<file path="src/rtl/tapped_line_buffer_if.sv">
// Stream bundle for tapped_line_buffer: sample in, TAPS-wide window out, fill status.
// tap_sum is present only when TAP_SUM_EN is defined.
interface tapped_line_buffer_if #(
  parameter int WIDTH = 8,
  parameter int TAPS  = 3
);
  logic                     input_vld;
  logic [WIDTH-1:0]         din;
  logic [WIDTH*TAPS-1:0]    dout;
  logic                     dout_vld;
  logic                     primed;
`ifdef TAP_SUM_EN
  logic [WIDTH+$clog2(TAPS)-1:0] tap_sum;

  modport master (output input_vld, din, input dout, dout_vld, primed, tap_sum);
  modport slave  (input input_vld, din, output dout, dout_vld, primed, tap_sum);
`else
  modport master (output input_vld, din, input dout, dout_vld, primed);
  modport slave  (input input_vld, din, output dout, dout_vld, primed);
`endif
endinterface

</file>
<file path="src/rtl/tapped_line_buffer.sv">
// Multi-tap circular delay line (runtime segment length); 1-cycle latency, no backpressure.
// Optional TAP_SUM_EN adds a registered unsigned sum of all taps alongside dout.
module tapped_line_buffer #(
  parameter int WIDTH     = 8,
  parameter int MAX_DEPTH = 28,
  parameter int TAPS      = 3
) (
  input  logic                           clk,
  input  logic                           rst,
  input  logic [$clog2(MAX_DEPTH+1)-1:0] cfg_len,
  input  logic                           flush,
  tapped_line_buffer_if.slave            bus
);
  localparam int LW   = $clog2(MAX_DEPTH+1);
  localparam int PW   = (MAX_DEPTH > 1) ? $clog2(MAX_DEPTH) : 1;
  localparam int SEGS = TAPS - 1;
  localparam int FW   = $clog2(SEGS*MAX_DEPTH+1);
  localparam int SW   = WIDTH + $clog2(TAPS);

  logic [LW-1:0]               len_r;
  logic [LW-1:0]               len_clamped;
  logic [PW-1:0]               ptr;
  logic [FW-1:0]               fill;
  logic [FW-1:0]               target;
  logic [SEGS-1:0][WIDTH-1:0]  rd;
  logic                        accept;
  logic                        full;

  always_comb begin
    len_clamped = cfg_len;
    if (cfg_len == '0)
      len_clamped = LW'(1);
    else if (cfg_len > LW'(MAX_DEPTH))
      len_clamped = LW'(MAX_DEPTH);
  end

  assign target = FW'(SEGS * int'(len_r));
  assign accept = bus.input_vld && !flush && !rst;
  assign full   = (fill >= target);

  // Each segment reads its oldest entry and overwrites it with the previous segment's output.
  for (genvar s = 0; s < SEGS; s++) begin : g_seg
    logic [WIDTH-1:0] mem [MAX_DEPTH];
    logic [WIDTH-1:0] seg_in;
    if (s == 0) begin : g_first
      assign seg_in = bus.din;
    end else begin : g_chain
      assign seg_in = rd[s-1];
    end
    assign rd[s] = mem[ptr];
    always_ff @(posedge clk) begin
      if (accept)
        mem[ptr] <= seg_in;
    end
  end

`ifdef TAP_SUM_EN
  logic [SW-1:0] sum_next;
  always_comb begin
    sum_next = SW'(bus.din);
    for (int s = 0; s < SEGS; s++)
      sum_next = sum_next + SW'(rd[s]);
  end
`endif

  always_ff @(posedge clk) begin
    if (rst) begin
      bus.dout     <= '0;
      bus.dout_vld <= 1'b0;
      bus.primed   <= 1'b0;
      fill         <= '0;
      ptr          <= '0;
      len_r        <= len_clamped;
`ifdef TAP_SUM_EN
      bus.tap_sum  <= '0;
`endif
    end else if (flush) begin
      bus.dout_vld <= 1'b0;
      bus.primed   <= 1'b0;
      fill         <= '0;
      ptr          <= '0;
      len_r        <= len_clamped;
    end else begin
      bus.primed   <= full;
      bus.dout_vld <= bus.input_vld && full;
      if (bus.input_vld) begin
        bus.dout <= {rd, bus.din};
`ifdef TAP_SUM_EN
        bus.tap_sum <= sum_next;
`endif
        if (!full)
          fill <= fill + 1'b1;
        ptr <= (ptr == PW'(len_r - 1'b1)) ? '0 : ptr + 1'b1;
      end
    end
  end
endmodule
</file>
<file path="src/flat_wrapper.sv">
// flat-port wrapper written by rule: the top's interface ports become plain ports
module tapped_line_buffer_flat 
#(
  parameter int WIDTH     = 8,
  parameter int MAX_DEPTH = 28,
  parameter int TAPS      = 3
)
  (clk, rst, cfg_len, flush, bus_input_vld, bus_din, bus_dout, bus_dout_vld, bus_primed);
  tapped_line_buffer_if #(.WIDTH(WIDTH), .TAPS(TAPS)) bus_i ();
  input  logic clk;
  input  logic rst;
  input  logic [$clog2(MAX_DEPTH+1)-1:0] cfg_len;
  input  logic flush;
  input wire logic [$bits(bus_i.input_vld)-1:0] bus_input_vld;
  input wire logic [$bits(bus_i.din)-1:0] bus_din;
  output wire logic [$bits(bus_i.dout)-1:0] bus_dout;
  output wire logic [$bits(bus_i.dout_vld)-1:0] bus_dout_vld;
  output wire logic [$bits(bus_i.primed)-1:0] bus_primed;
  assign bus_i.input_vld = bus_input_vld;
  assign bus_i.din = bus_din;
  assign bus_dout = bus_i.dout;
  assign bus_dout_vld = bus_i.dout_vld;
  assign bus_primed = bus_i.primed;
  tapped_line_buffer #(.WIDTH(WIDTH), .MAX_DEPTH(MAX_DEPTH), .TAPS(TAPS)) u_core (.clk(clk), .rst(rst), .cfg_len(cfg_len), .flush(flush), .bus(bus_i));
endmodule
</file>
<file path="config.mk">
export PLATFORM = sky130hd
export DESIGN_NAME = tapped_line_buffer_flat
export DESIGN_NICKNAME = d
export VERILOG_FILES = /design/src/rtl/tapped_line_buffer_if.sv /design/src/rtl/tapped_line_buffer.sv /design/src/flat_wrapper.sv
export SDC_FILE = /design/constraint.sdc
export NUM_CORES = 1
export LEC_CHECK = 0
export CORE_ASPECT_RATIO = 2
export CORE_UTILIZATION = 45
export CTS_CLUSTER_SIZE = 24
export DETAILED_ROUTE_END_ITERATION = 8
export MAX_ROUTING_LAYER = met4
export PLACE_DENSITY = 0.66
export SYNTH_ARGS = -nofsm -noshare
export SYNTH_HDL_FRONTEND = slang
export SYNTH_SLANG_ARGS = --single-unit
export TNS_END_PERCENT = 10
</file>
<file path="constraint.sdc">
create_clock -name clk -period 2.65 [get_ports clk]
set_input_delay 0.53 -clock clk [delete_from_list [all_inputs] [get_ports clk]]
set_output_delay 0.53 -clock clk [all_outputs]
set_load 0.01 [all_outputs]
</file>
==> results.py, run 1 <==
metrics = {
    "critical_path": {
        "r2r_cells": 6,
        "worstSetupPathType": "flip-flop to flip-flop",
        "endpoint_kind": "flip-flop",
        "crit_chain": "buf_4 > mux4_2 > a22o_1 > a221oi_1 > buf_4 > a311oi_1",
        "startpoint": "u_core.ptr[0]",
        "timing.rr.end": "u_core.bus.dout[20]",
        "worstPathRequired_ns": 3.08,
        "slowest_delay_ns": 0.62,
        "crit_path_max_fanout": 20,
        "cp_data_arrival_time_ns": 2.98,
        "startpoint_type": "flip-flop",
        "rrSetupSlack_ns": 0.1,
        "slowest_stage": "dfxtp_4",
        "cp_common_cell": "buf_4",
        "r2r_start": "u_core.ptr[0]",
    },
    "route": {
        "routed_via_density": 5.711,
        "post-route-drc-count": 0,
        "post_drt_wl_per_cell_um": 26.47,
        "drt_iter0_markers": 705,
        "ant_nets": 0,
        "vias": 10310,
        "dr.pass1.iters": 5,
        "routed_wl_um": 47810,
    },
    "place": {
        "gp_congestion": 0.9320,
        "place_hpwl_um": 33170,
        "port_buffers": 42,
        "place_area_mm2": 0.02152,
    },
    "power": {
        "vdd_drop_max_mv": 0.3860,
        "p_total_uw": 16080,
        "cellLeakagePower_uw": 0.007336,
        "p_per_area_mw_per_mm2": 698.1,
    },
    "cells_and_area": {
        "drive_above_1_share": 0.2157,
        "stdcell_area_mm2": 0.02304,
        "syn2layout_area_growth_pct": 18.63,
        "seq_area_mm2": 0.01445,
        "n_fill_cell": 3256,
        "final_cell_mix": "edfxtp_1, mux2i_1, buf_4",
        "multi_input_area_mm2": 0.004611,
        "fin_nets": 1256,
        "final_common_cell": "edfxtp_1",
        "n_antenna_cell": 0,
    },
    "cts": {
        "postCtsSetupBuffers": 0,
        "clk_latency_ns": 0.56,
        "clk_path_buf_depth": 3,
        "cts-root-buf": "clkbuf_16",
        "cts_tree": "done",
        "h-tree-depth": 2,
        "cts.clk_slew.worst_paths_ns": 0.07,
        "cts_resized": 0,
        "clkSinkCount": 495,
        "cts_buffers": 42,
        "ctsHoldBuffers": 0,
    },
    "hold_path": {
        "hold_path_depth": 2,
        "hold_class": "flip-flop to flip-flop",
        "hold_start": "u_core.bus.dout[0]",
        "hold_end": "u_core.bus.dout[0]",
    },
    "die": {
        "ios": 43,
        "num_rows": 107,
        "dieWidth_um": 148.9,
        "coreArea_mm2": 0.04257,
        "dieArea_mm2": 0.04405,
        "initial_core_util": 0.4562,
        "die_h_um": 295.8,
    },
    "timing": {
        "skew_ns": 0.01794,
        "setup_viol": 0,
        "rsz0062_at_grt": "no",
        "post-route-period-util": 0.9636,
        "max_freq_mhz": 391.6,
        "period_needed_ns": 2.554,
        "slew_viol_final": 0,
        "hold_violations": 0,
        "tightest_slew_ns": 0.7017,
        "slew_headroom": 0.5297,
    },
    "grt": {
        "first_global_vias": 10800,
        "grt_pass1_wl_um": 69840,
        "grt_max_degree": 31,
        "grt_overflow": 0,
        "track_usage": 0.2304,
        "antenna_found_initial": 0,
    },
    "synth": {
        "synth.top_cell.area_share": 0.7004,
        "syn_nets": 1100,
        "syn_inst": 1072,
        "syn-cell-area_mm2": 0.01942,
        "ys_types": 65,
        "synthArstFlopShare": 0,
        "synth_area_per_cell_um2": 18.12,
        "synth.largest_area_cell": "edfxtp_1",
        "synth_seq_cells": 495,
        "synth-edff-count": 453,
        "synth-seq-area-share": 0.7437,
        "ys.flop_type": "edfxtp_1",
        "synthTopCellsByArea": "edfxtp_1, mux2i_1, mux4_2",
        "yosys_warnings": 0,
    },
    "run_status": {
        "outcome": "finished, final reports clean",
    },
    "run": {
        "maxCapViolations": 0,
    },
}
==> sequential cells by signal, summed over array words and instances, names as in the netlist, named ones only <==
| signal | flops |
|---|---|
| u_core.ptr | 5 |
| u_core.bus.dout_vld | 1 |
| u_core.len_r | 5 |
| u_core.fill | 6 |
| u_core.g_seg.mem | 448 |
| u_core.bus.primed | 1 |
| u_core.bus.dout | 24 |
==> logic make-up (layout without fill, tap and decap cells) <==
group | count (synthesis) | after routing | share of synthesized area
flip-flops | 495 | 495 | 0.7437
adder cells (fa/ha/maj) | 11 | 11 | 0.007086
XOR/XNOR | 9 | 9 | 0.004058
buffers and inverters | 74 | 263 | 0.02126
AND/OR/NAND/NOR | 159 | 159 | 0.04084
AO/OA/AOI/OAI | 149 | 149 | 0.05598
multiplexers | 175 | 175 | 0.1271
==> report_power, final <==
group | internal (µW) | leakage, µW | switching, µW
registers | 8570 | 0.00442 | 42.3
clock network | 3980 | 0.000732 | 2770
logic | 301 | 0.00218 | 413
total | 12900 | 0.00734 | 3230
==> cell usage after synthesis, types with 2 or more instances <==
master,n
and2_1,2
nor4_1,3
a21oi_1,33
or3_1,5
buf_4,6
xor2_1,5
nor2b_1,12
a22o_1,10
a31oi_1,19
buf_6,4
clkbuf_1,17
buf_2,23
nand2_1,40
a221oi_1,5
mux4_2,45
mux2i_1,115
mux4_1,9
a311oi_1,7
o21a_1,3
edfxtp_1,453
buf_1,6
dfxtp_1,42
o21ai_0,3
inv_1,13
mux2_2,6
nor2_1,53
o211ai_1,3
a22oi_1,43
nand4_1,2
a21o_1,2
buf_12,2
xnor2_1,4
ha_1,11
o22ai_1,2
o31ai_1,2
nor3_1,7
nor3_2,6
and3_1,2
nand3_1,10
o221ai_1,9
nand2b_1,4
==> worst max path at each step <==
stage | end | slack [ns] | cells after the start
floorplan | u_core.g_seg[0].mem[25][0] | -0.21 | 5
global placement | u_core.g_seg[1].mem[4][6] | 0.006 | 6
detailed placement | u_core.g_seg[1].mem[4][6] | 0.008 | 6
CTS | u_core.bus.dout[20] | 0.08 | 6
global route | u_core.bus.dout[20] | 0.04 | 6
finish | u_core.bus.dout[20] | 0.1 | 6
==> critical path: cells and delay by family (launching register included) <==
kind	cells	cell delay (ns)
AO/OA/AOI/OAI	3	0.83
flip-flops	1	0.62
multiplexers	1	0.50
buffers and inverters	2	0.48
==> metrics by stage <==
step                      setup WS, ns  instances    util  setup TNS, ns  hold WS, ns
after floorplan                -0.2058       1072       -         -8.409       0.4467
after global placement        0.006372       1729  0.5055              0       0.4473
after detailed placement      0.008134       1729  0.5055              0       0.4511
after CTS                      0.08492       1806  0.5412              0       0.4616
after global routing           0.04046       1806  0.5412              0       0.4908
final                          0.09640       1806  0.5412              0       0.4597
==> layer usage <==
metal  vias to the layer above  global-route usage  wire (µm)
li1                       4609                   -          -
met1                      5301              0.2227      15990
met2                       305              0.4362      27440
met3                        99             0.02185       1459
met4                         0              0.1344       2919
met5                         -                   -          0
==> area by class of cell <==
cell class / instances / area share
flip-flops and latches: 495 / 0.6273
multi-input cells: 503 / 0.2001
well taps: 545 / 0.02960
clock inverters: 27 / 0.01629
clock buffers: 50 / 0.04969
inverters: 14 / 0.002281
repair buffers: 172 / 0.07472
(Power assumes the default switching activity.)
==> inputs of run 2 (changes only) <==
--- a/config.mk
+++ b/config.mk
@@ -5,12 +5,13 @@
 export SDC_FILE = /design/constraint.sdc
 export NUM_CORES = 1
 export LEC_CHECK = 0
+export ABC_AREA = 0
 export CORE_ASPECT_RATIO = 2
 export CORE_UTILIZATION = 45
 export CTS_CLUSTER_SIZE = 24
 export DETAILED_ROUTE_END_ITERATION = 8
 export MAX_ROUTING_LAYER = met4
-export PLACE_DENSITY = 0.66
+export PLACE_DENSITY = 0.7
 export SYNTH_ARGS = -nofsm -noshare
 export SYNTH_HDL_FRONTEND = slang
 export SYNTH_SLANG_ARGS = --single-unit
==> constraint.sdc (replaced) <==
create_clock -name clk -period 3.3 [get_ports clk]
set_input_delay 0.66 -clock clk [delete_from_list [all_inputs] [get_ports clk]]
set_output_delay 0.66 -clock clk [all_outputs]
set_load 0.01 [all_outputs]
==> run 2 against run 1 <==
Effect of this change: non-clock buffer count decreased by 42; die area unchanged; sequential share of layout area rose by 2.7 points; wire length down 3.2%; clock power decreased by 34%; maximum frequency shrank 17%; critical path type unchanged; largest power group unchanged.
==> results.py, run 2 (synthesis results as in run 1) <==
metrics = {
    "cts": {
        "cts_buffers": 40,
        "cts_resized": 0,
        "h-tree-depth": 2,
        "clkSinkCount": 495,
        "cts-root-buf": "clkbuf_16",
        "clk_latency_ns": 0.55,
        "clk_path_buf_depth": 3,
        "cts.clk_slew.worst_paths_ns": 0.07,
        "cts_tree": "done",
        "postCtsSetupBuffers": 0,
        "ctsHoldBuffers": 0,
    },
    "die": {
        "coreArea_mm2": 0.04257,
        "num_rows": 107,
        "ios": 43,
        "die_h_um": 295.8,
        "initial_core_util": 0.4562,
        "dieWidth_um": 148.9,
        "dieArea_mm2": 0.04405,
    },
    "grt": {
        "first_global_vias": 10510,
        "grt_pass1_wl_um": 67850,
        "grt_max_degree": 36,
        "track_usage": 0.2219,
        "grt_overflow": 0,
        "antenna_found_initial": 0,
    },
    "cells_and_area": {
        "fin_nets": 1212,
        "final_util": 0.5187,
        "drive_above_1_share": 0.1790,
        "reg_top3": "u_core.g_seg.mem: 448 flops, u_core.bus.dout: 24 flops, u_core.fill: 6 flops",
        "syn2layout_area_growth_pct": 13.69,
        "n_antenna_cell": 0,
        "regMostFlops": "u_core.g_seg.mem",
        "final_cell_mix": "edfxtp_1, mux2i_1, buf_4",
        "largest_reg_flops": 448,
        "n_fill_cell": 3395,
        "final_common_cell": "edfxtp_1",
    },
    "route": {
        "drt_iter0_markers": 817,
        "top_layer_used": "met4",
        "wl_met3_um": 1592,
        "met2_length_um": 26270,
        "routedLengthMet1_um": 15300,
        "vias": 10170,
        "routed_via_density": 5.786,
        "post_drt_wl_per_cell_um": 26.34,
        "post-route-drc-count": 0,
        "routed_wl_um": 46290,
        "dr.pass1.iters": 5,
        "ant_nets": 0,
    },
    "hold_path": {
        "hold_path_depth": 2,
        "hold_class": "flip-flop to flip-flop",
    },
    "timing": {
        "slew_headroom": 0.1407,
        "tightest_slew_ns": 1.282,
        "skew_ns": 0.02912,
        "post-route-period-util": 0.9335,
        "hold_violations": 0,
        "setup_viol": 0,
        "rsz0062_at_grt": "no",
        "fin_tns_setup_ns": 0,
        "period_needed_ns": 3.081,
        "max_freq_mhz": 324.6,
        "slew_viol_final": 0,
    },
    "place": {
        "port_buffers": 42,
        "gp_congestion": 0.9850,
        "place_hpwl_um": 31650,
    },
    "power": {
        "p_per_area_mw_per_mm2": 540.4,
        "power.internal_uw": 9475,
        "vdd_drop_max_mv": 0.3387,
        "comb_power_share": 0.045,
        "p_total_uw": 11930,
        "power_frac_seq": 0.580,
        "cellLeakagePower_uw": 0.006889,
        "p_sw_frac": 0.2060,
        "p_clk_frac": 0.375,
        "p_sw_uw": 2458,
    },
    "critical_path": {
        "crit_path_max_fanout": 35,
        "r2r_cells": 6,
        "worstPathRequired_ns": 3.66,
        "endpoint_kind": "flip-flop",
        "cp_data_arrival_time_ns": 3.44,
        "startpoint_type": "flip-flop",
        "worstSetupPathType": "flip-flop to flip-flop",
    },
    "run": {
        "maxCapViolations": 0,
    },
    "run_status": {
        "outcome": "finished, final reports clean",
    },
}
[run 2: changes by cell type in the layout (fill, tap and decap cells not counted), moves of 3 or more]
cell / previous run / this run
bufinv_16: 9 / 1
buf_12: 26 / 1
clkbuf_16: 45 / 40
buf_4: 104 / 87
clkinvlp_4: 4 / 1
clkbuf_1: 5 / 13
[run 2: worst paths after layout]
| check | startpoint | endpoint | slack, ns |
|---|---|---|---|
| max | flip-flop | u_core.g_seg[1].mem[6][3] | 0.22 |
| min | u_core.bus.dout[7] | u_core.bus.dout[7] | 0.46 |
| max reg2reg | flip-flop | u_core.g_seg[1].mem[6][3] | 0.22 |
| min reg2reg | u_core.bus.dout[7] | u_core.bus.dout[7] | 0.46 |
[run 2: worst max-delay path, cell delays in order (launching register included)]
cell and delay, ns:
dfxtp_4 0.72, buf_4 0.32, mux2i_1 0.10, a22oi_1 0.17
a21oi_1 0.14, nor3_2 1.02, buf_4 0.38
[run 2: layout make-up]
type | count | area [µm²] | share of cell area
flip-flops and latches | 495 | 14450 | 0.6546
multi-input cells | 503 | 4604 | 0.2085
repair buffers | 130 | 1094 | 0.04952
clock buffers | 55 | 1077 | 0.04879
well taps | 545 | 681.9 | 0.03088
clock inverters | 15 | 117.6 | 0.005326
inverters | 14 | 52.55 | 0.002380
[run 2: power groups by stage]
stage          clock network (µW)  logic, µW  registers (µW)
3_5_place_dp                    0        545            7060
6_report                     4470        540            6920
5_1_grt                      4780        574            6920
2_1_floorplan                   0        292            7050
4_1_cts                      4560        546            6920
3_3_place_gp                    0        531            7060
[run 2: stage by stage]
step / setup WS [ns] / instance area, µm² / hold slack [ns] / std cells
after floorplan: 0.3142 / 19420 / 0.4467 / 1072
after global placement: 0.2867 / 20890 / 0.4456 / 1687
after detailed placement: 0.2372 / 20890 / 0.4539 / 1687
after CTS: 0.2310 / 22080 / 0.4632 / 1757
after global routing: 0.01871 / 22080 / 0.4899 / 1757
final: 0.2193 / 22080 / 0.4614 / 1757
[run 2: per-layer routing]
layer	GRT usage	vias to the layer above
met5	-	-
met4	0.1399	0
met3	0.02077	137
met2	0.4140	320
met1	0.2161	5193
li1	-	4516
